File: src/rtl/alu_mc.sv
// alu_mc: multicycle integer ALU for the execute stage.
// ADD/SUB/AND/OR/SLT/NOP and divide-by-zero finish in one edge. MUL
// (shift-add) and DIV (restoring, unsigned) take WIDTH edges. Results stay
// registered until the next completion.
//
// Handshake: START is a request and is sampled only on an edge where BUSY=0.
// While BUSY=1, START and the operand inputs are ignored (no queueing).
// DONE is a one-cycle pulse that marks the cycle in which R/REM/Z_flag/DIVZ
// carry a new result. BUSY=0 in a DONE cycle, so a START presented in that
// cycle is accepted and operations can run back to back.
module alu_mc #(
  parameter int WIDTH = 32
) (
  input  logic             clk,
  input  logic             rst_n,
  input  logic             START,
  input  logic [2:0]       SEL,
  input  logic [WIDTH-1:0] X,
  input  logic [WIDTH-1:0] Y,
  output logic             BUSY,
  output logic             DONE,
  output logic [WIDTH-1:0] R,
  output logic [WIDTH-1:0] REM,
  output logic             Z_flag,
  output logic             DIVZ
);

  localparam int CW = $clog2(WIDTH + 1);
  localparam logic [CW-1:0] CNT_INIT = CW'(WIDTH);
  localparam logic [CW-1:0] CNT_ONE  = CW'(1);
  localparam logic [2:0] OP_ADD = 3'd0;
  localparam logic [2:0] OP_SUB = 3'd1;
  localparam logic [2:0] OP_AND = 3'd2;
  localparam logic [2:0] OP_OR  = 3'd3;
  localparam logic [2:0] OP_SLT = 3'd4;
  localparam logic [2:0] OP_NOP = 3'd5;
  localparam logic [2:0] OP_MUL = 3'd6;
  localparam logic [2:0] OP_DIV = 3'd7;

  typedef enum logic {S_IDLE, S_ITER} state_t;

  state_t state, state_nxt;

  // Iteration registers. opa holds the multiplicand (MUL) or divisor (DIV);
  // opb holds the multiplier (MUL) or the dividend that is shifted out while
  // quotient bits are shifted in (DIV).
  logic [CW-1:0]    cnt;
  logic             op_is_mul;
  logic [WIDTH-1:0] opa;
  logic [WIDTH-1:0] opb;
  logic [WIDTH-1:0] acc;
  logic [WIDTH:0]   rem_acc;

  // Control decoded from state and request
  logic load_single;
  logic load_divz;
  logic start_iter;
  logic iter_last;

  // Combinational results
  logic [WIDTH-1:0] single_r;
  logic [WIDTH-1:0] mul_acc_nxt;
  logic [WIDTH:0]   div_shift;
  logic             div_ge;
  logic [WIDTH:0]   div_rem_nxt;
  logic [WIDTH-1:0] div_quot_nxt;
  logic [WIDTH-1:0] fin_r;
  logic [WIDTH-1:0] fin_rem;

  // State register
  always_ff @(posedge clk or negedge rst_n) begin
    if (!rst_n) state <= S_IDLE;
    else        state <= state_nxt;
  end

  // Next-state and control decode; divide by zero never enters ITER
  always_comb begin
    state_nxt   = state;
    BUSY        = 1'b0;
    load_single = 1'b0;
    load_divz   = 1'b0;
    start_iter  = 1'b0;
    iter_last   = 1'b0;
    case (state)
      S_IDLE: begin
        if (START) begin
          if (SEL == OP_MUL || (SEL == OP_DIV && Y != '0)) begin
            start_iter = 1'b1;
            state_nxt  = S_ITER;
          end else if (SEL == OP_DIV) begin
            load_divz = 1'b1;
          end else begin
            load_single = 1'b1;
          end
        end
      end
      S_ITER: begin
        BUSY = 1'b1;
        if (cnt == CNT_ONE) begin
          iter_last = 1'b1;
          state_nxt = S_IDLE;
        end
      end
      default: state_nxt = S_IDLE;
    endcase
  end

  // Single-cycle operations straight from the operand inputs
  always_comb begin
    single_r = '0;
    case (SEL)
      OP_ADD:  single_r = X + Y;
      OP_SUB:  single_r = X - Y;
      OP_AND:  single_r = X & Y;
      OP_OR:   single_r = X | Y;
      OP_SLT:  single_r = {{(WIDTH-1){1'b0}}, (X < Y)};
      OP_NOP:  single_r = X;
      default: single_r = '0;
    endcase
  end

  // One MUL / DIV step, plus the values loaded on the final step
  always_comb begin
    mul_acc_nxt  = opb[0] ? (acc + opa) : acc;
    div_shift    = (rem_acc << 1) | {{WIDTH{1'b0}}, opb[WIDTH-1]};
    div_ge       = (div_shift >= {1'b0, opa});
    div_rem_nxt  = div_ge ? (div_shift - {1'b0, opa}) : div_shift;
    div_quot_nxt = {opb[WIDTH-2:0], div_ge};
    fin_r        = op_is_mul ? mul_acc_nxt : div_quot_nxt;
    fin_rem      = op_is_mul ? '0 : WIDTH'(div_rem_nxt);
  end

  // Datapath and output registers
  always_ff @(posedge clk or negedge rst_n) begin
    if (!rst_n) begin
      DONE      <= 1'b0;
      R         <= '0;
      REM       <= '0;
      Z_flag    <= 1'b1;
      DIVZ      <= 1'b0;
      cnt       <= '0;
      op_is_mul <= 1'b0;
      opa       <= '0;
      opb       <= '0;
      acc       <= '0;
      rem_acc   <= '0;
    end else begin
      DONE <= load_single | load_divz | iter_last;
      if (load_single) begin
        R      <= single_r;
        REM    <= '0;
        Z_flag <= (single_r == '0);
        DIVZ   <= 1'b0;
      end
      if (load_divz) begin
        R      <= '1;
        REM    <= X;
        Z_flag <= 1'b0;
        DIVZ   <= 1'b1;
      end
      if (start_iter) begin
        op_is_mul <= (SEL == OP_MUL);
        cnt       <= CNT_INIT;
        acc       <= '0;
        rem_acc   <= '0;
        opa       <= (SEL == OP_MUL) ? X : Y;
        opb       <= (SEL == OP_MUL) ? Y : X;
      end
      if (BUSY) begin
        cnt <= cnt - CNT_ONE;
        if (op_is_mul) begin
          acc <= mul_acc_nxt;
          opa <= opa << 1;
          opb <= opb >> 1;
        end else begin
          rem_acc <= div_rem_nxt;
          opb     <= div_quot_nxt;
        end
      end
      if (iter_last) begin
        R      <= fin_r;
        REM    <= fin_rem;
        Z_flag <= (fin_r == '0);
        DIVZ   <= 1'b0;
      end
    end
  end

endmodule

File: config.mk
export PLATFORM = sky130hd
export DESIGN_NAME = alu_mc
export DESIGN_NICKNAME = d
export VERILOG_FILES = /design/src/rtl/alu_mc.sv
export SDC_FILE = /design/constraint.sdc
export NUM_CORES = 1
export LEC_CHECK = 0
export CORE_AREA = 4 4 188 208
export DETAILED_ROUTE_END_ITERATION = 7
export DIE_AREA = 0 0 192 212
export GPL_ROUTABILITY_DRIVEN = 0
export HOLD_SLACK_MARGIN = 0.15
export PLACE_DENSITY = 0.7
export REMOVE_ABC_BUFFERS = 1
export SKIP_CTS_REPAIR_TIMING = 1
export SKIP_LAST_GASP = 1
export SLEW_MARGIN = 40
export SYNTH_ARGS = -nofsm -noshare
export SYNTH_HDL_FRONTEND = slang
export SYNTH_SLANG_ARGS = --single-unit
File: constraint.sdc
create_clock -name clk -period 4.35 [get_ports clk]
set_clock_uncertainty 0.05 [all_clocks]
set_input_delay 0.87 -clock clk [delete_from_list [all_inputs] [get_ports clk]]
set_output_delay 0.87 -clock clk [all_outputs]
set_load 0.02 [all_outputs]
Word-level counts from Yosys, hierarchy flattened --
Cells that the tools add are included.
Word-level totals: bits in registers 204, word-level logic and storage cells 90
Operators by class: bitwise logic cells 6, $lt $le $gt $ge 2, eq/ne operators 8, muxes and demuxes 49, reduce and logical (&&, ||, !) cells 8, add/sub/neg operators 5
Operator list (number):
- $mux W32 | 20
- $pmux W32 S6 | 1
- $mux W33 | 4
- $add A32 B32 Y32 | 2
- $logic_not A32 Y1 | 2
- $ge A33 B32 Y1 | 1
- $or A33 B1 Y33 | 1
- $sub A33 B32 Y33 | 1
- $and A32 B32 Y32 | 1
- $lt A32 B32 Y1 | 1
- $or A32 B32 Y32 | 1
- $reduce_bool A32 Y1 | 1
- $sub A32 B32 Y32 | 1
- $mux W1 | 21
- $eq A3 B3 Y1 const B | 4
- $mux W6 | 2
- $eq A3 B2 Y1 const B | 2
- $eq A6 B1 Y1 const B | 1
- $sub A6 B1 Y6 const B | 1
- $eq A3 B1 Y1 const B | 1
- $logic_not A3 Y1 | 1
- $reduce_bool A3 Y1 | 1
- $or A1 B1 Y1 | 2
- $pmux W1 S2 | 1
- other kinds (4) | 4

Longest topological paths before layout --
depth in word-level cells 9, depth in mapped cells 17

Least setup slack after synthesis --
No wires, ideal clock.
path kind input to register, start input port X[1], end register Z_flag, data arrival time 3.926 ns, library setup time 0.091 ns, required time 4.209 ns, stages 15, buffers on the path 0, slack 0.283 ns, cell sequence inv_1 ha_1 a211oi_1 o31ai_1 o31a_1 a221o_1 a221oi_1 o221ai_1 a311oi_1 mux2i_1 a2111oi_0 nand4_1 nor4_1 a32oi_1 o31ai_1
On the way: word-level cells in the longest chain between the ends 6, elaborated cells between the ends (all ways) 10, classes of those cells 2 x add/sub; 1 x order compare; 4 x mux; 2 x bitwise; 1 x reduce/logical
RTL lines:
- from (decl) | line 18 | input logic [WIDTH-1:0] X,
- $sub A32 B32 Y32, or another cell as far along | line 113 | OP_SUB: single_r = X - Y;
- $pmux W32 S6 * | line 111 | case (SEL)
- $logic_not A32 Y1 * | line 152 | Z_flag <= (single_r == '0);
- $mux W1 * | line 149 | if (load_single) begin
- $mux W1 * | line 155 | if (load_divz) begin
- $mux W1 * | line 180 | if (iter_last) begin
- to (signal assigned) | line 152
- to (signal assigned) | line 183 | Z_flag <= (fin_r == '0);
- to (decl) | line 24 | output logic Z_flag,
Mark *: on every way between the ends. The rest lies on a longest branch, timed or not. The select of a mux whose other input is x is not followed. A chain may end at the register's enable or synchronous reset.

Worst setup path after layout --
start input port X[5], end register Z_flag
The elaborated chain is that of the path after synthesis.

==> flow_summary_export.csv <==
group,metric,value,unit
clock_network,htreeDepth,1,
logic_synthesis,synth-xor-area-share,3.65,%
sta,slew_viol_final,0,
place,dpl.cell_count,3315,
outcome,violations,"negative setup slack",
outcome,outcome,"complete, but fails checks",
detailed_routing,drt-initial-drc-count,2529,
detailed_routing,firstDrtPassIters,6,
global_routing,grt_max_degree,68,
setup_path,worstSetupPathType,"in -> reg",
power_and_ir_drop,clkPwrFrac,13.7,%
global_routing,grt_pass1_wl,111000,um
layout,instances_no_fill,3367,
logic_synthesis,yosys.cell_count.top_type,"nand2_1",
place,dpl.hpwl,57000,um
setup_path,required,4.74,ns
die,rows,74,
clock_network,cts_buffer_depth,3,
die,die_x,192,um
clock_network,cts_tree,"built",
clock_network,cts_root_buf,"clkbuf_16",
die,fp.dieH,212,um
place,portBuffers,137,
layout,area_growth,31.2,%
global_routing,grtUsageTotal,34.9,%
run,drv_cap,0,
sta,fin_crit_sh,102,%
power_and_ir_drop,power_density,682,nW/um2
setup_path,cp_max_fo,7,
die,die-area,40700,um2
power_and_ir_drop,swShare,48.4,%
detailed_routing,routed_via_density,6.22,
sta,finalSetupViolations,1,
detailed_routing,drt_drc_violations_left,0,
die,pin_count,138,
clock_network,clock_latency,0.55,ns
sta,period_minus_slack,4.43,ns
detailed_routing,vias,20900,
detailed_routing,post_drt_wl_per_cell,22.0,um
layout,fin_nets,3106,
sta,hold_viol,0,
detailed_routing,wl,74000,um
power_and_ir_drop,ir_drop,0.497,mV
clock_network,numCtsBuffers,25,
logic_synthesis,synth-async-reset-ratio,100,%
power_and_ir_drop,p_sw,0.00809,W
power_and_ir_drop,p_int,0.00863,W
logic_synthesis,synth_top_area_share,27.0,%
clock_network,path_clk_slew,0.06,ns
logic_synthesis,synth_seq_area_share,27.2,%
setup_path,crit_path_end_kind,"flip-flop",
logic_synthesis,ys.flop_type,"dfrtp_1",
place,place_ws,-1.01,ns
logic_synthesis,synth_warnings,0,
global_routing,overflow,0,
logic_synthesis,ys_seq_elements,203,
layout,multi_input_area,12900,um2
logic_synthesis,ys_types,84,
global_routing,antenna_found_initial,2,
sta,setup_slack,-0.0771,ns
logic_synthesis,syn_inst,2460,
logic_synthesis,synth_fa_ha_area_share,12.3,%
logic_synthesis,avgSynthCellArea,7.60,um2
layout,fillers,3107,
sta,tightest_slew,0.825,ns
global_routing,grt_pass1_vias,20100,
clock_network,cts_sinks,203,
logic_synthesis,synth.area.top_cells,"dfrtp_1, ha_1, a21oi_1",
logic_synthesis,synth-edff-count,0,
sta,rsz0062_at_grt,"yes",
logic_synthesis,synthSimpleGateAreaFrac,18.6,%
logic_synthesis,synth_compound_area_share,29.7,%
layout,layout-drive-gt1-share,18.3,%
logic_synthesis,synthTopCellsByCount,"nand2_1, a21oi_1, nor2_1, dfrtp_1, o21ai_0",
die,start_util,50.6,%
setup_path,cp.arrival,4.81,ns
logic_synthesis,synth_top_family_by_area,"compound AO/OA/AOI/OAI gates",
worst_hold_path,hold_path.class,"in -> async",
die,design.core.area,36900,um2
power_and_ir_drop,power,0.0167,W
logic_synthesis,synthMuxAreaShare,2.07,%
power_and_ir_drop,p_seq_share,22.1,%
setup_path,cp-start-kind,"input pin",
logic_synthesis,synth_top_area_cell,"dfrtp_1",
power_and_ir_drop,comb_power_share,64.2,%
sta,relSlewSlack,44.8,%
sta,clock.fmax,226,MHz
layout,regArea,5080,um2
power_and_ir_drop,leakagePower,11.7,nW
detailed_routing,ant_nets,0,
layout,final_util,66.4,%
logic_synthesis,synthesis.area,18700,um2
-- cell usage in the layout, fill, tap and decap left out, types with 16 or more instances in the layout --
cell and n:
buf_4 369, nand2_1 269, a21oi_1 261, nor2_1 227
dfrtp_1 200, o21ai_0 173, ha_1 170, inv_1 162
clkdlybuf4s50_1 109, a21o_1 61, nand3_1 59, xnor2_1 56
o211ai_1 51, a31oi_1 45, nor3_1 42, a211oi_1 33
mux2i_1 32, nor2b_1 31, dlymetal6s2s_1 26, nand2b_1 25
clkbuf_16 25, xor2_1 22, a22oi_1 22, a222oi_1 20
o21bai_1 18, o31ai_1 17, nand4_1 16
-- kinds of logic after synthesis --
| family | count (synthesis) |
|---|---|
| AND/OR/NAND/NOR | 769 |
| flip-flops | 203 |
| XOR/XNOR | 78 |
| adder cells (fa/ha/maj) | 182 |
| AO/OA/AOI/OAI | 874 |
| multiplexers | 37 |
| buffers and inverters | 317 |
-- critical path: stages --
cell	delay (ns)
clkdlybuf4s50_1	0.47
inv_1	0.08
ha_4	0.31
buf_4	0.12
inv_1	0.05
a211o_1	0.37
o2111ai_1	0.29
o211ai_1	0.17
buf_4	0.17
a311o_1	0.33
buf_4	0.17
a311oi_1	0.26
a21oi_1	0.08
xnor2_1	0.16
a21oi_2	0.22
nand4_1	0.14
nor4_2	0.24
a32oi_1	0.15
o31ai_1	0.15
-- cell type report --
type,instances,share of cell area [%]
diodes,1,0.0102
clock buffers,32,2.86
clock inverters,13,0.806
inverters,167,2.56
multi-input cells,1940,52.5
flip-flops and latches,203,20.7
well taps,494,2.52
repair buffers,517,18.0
-- metal layers --
layer	routed length, um	vias to the layer above	track usage, %
li1	-	9652	-
met1	28900	9901	47.3
met2	32400	1175	53.9
met3	9160	221	7.73
met4	3570	0	15.0
met5	0	-	0
-- registers in the layout, indices dropped and copies added (netlist names) --
register,flops
DIVZ,1
DONE,1
R,32
REM,32
Z_flag,1
acc,32
cnt,6
op_is_mul,1
opa,32
opb,32
rem_acc,32
state,1
-- metrics by stage --
step	TNS, ns	area, um2	hold WS [ns]
after floorplan	-192.01	18100	0.390
after global placement	-7.80	23100	0.404
after detailed placement	-8.64	23100	0.413
after CTS	-0.900	24000	0.251
after global routing	-0.140	24500	0.264
final	-0.0771	24500	0.246
-- worst paths after layout --
kind,startpoint,end,slack [ns],cells after the start
hold / removal,rst_n,rem_acc[4],0.25,2
max in group asynchronous,rst_n,opa[10],3.27,3
min in group clk,R[16],R[16],0.42,1
hold reg to reg,R[16],R[16],0.42,1
setup reg to reg,opa[3],Z_flag,0.07,14
setup / recovery,X[5],Z_flag,-0.08,19
-- power groups by stage --
stage | registers [W] | logic (W) | clock network (W)
3_3_place_gp | 0.00362 | 0.0101 | 0
3_5_place_dp | 0.00366 | 0.0103 | 0
5_1_grt | 0.00377 | 0.0117 | 0.00239
6_report | 0.00370 | 0.0107 | 0.00228
2_1_floorplan | 0.00378 | 0.00656 | 0
4_1_cts | 0.00364 | 0.0104 | 0.00231
Note: power is estimated with default switching activity, not from simulation.
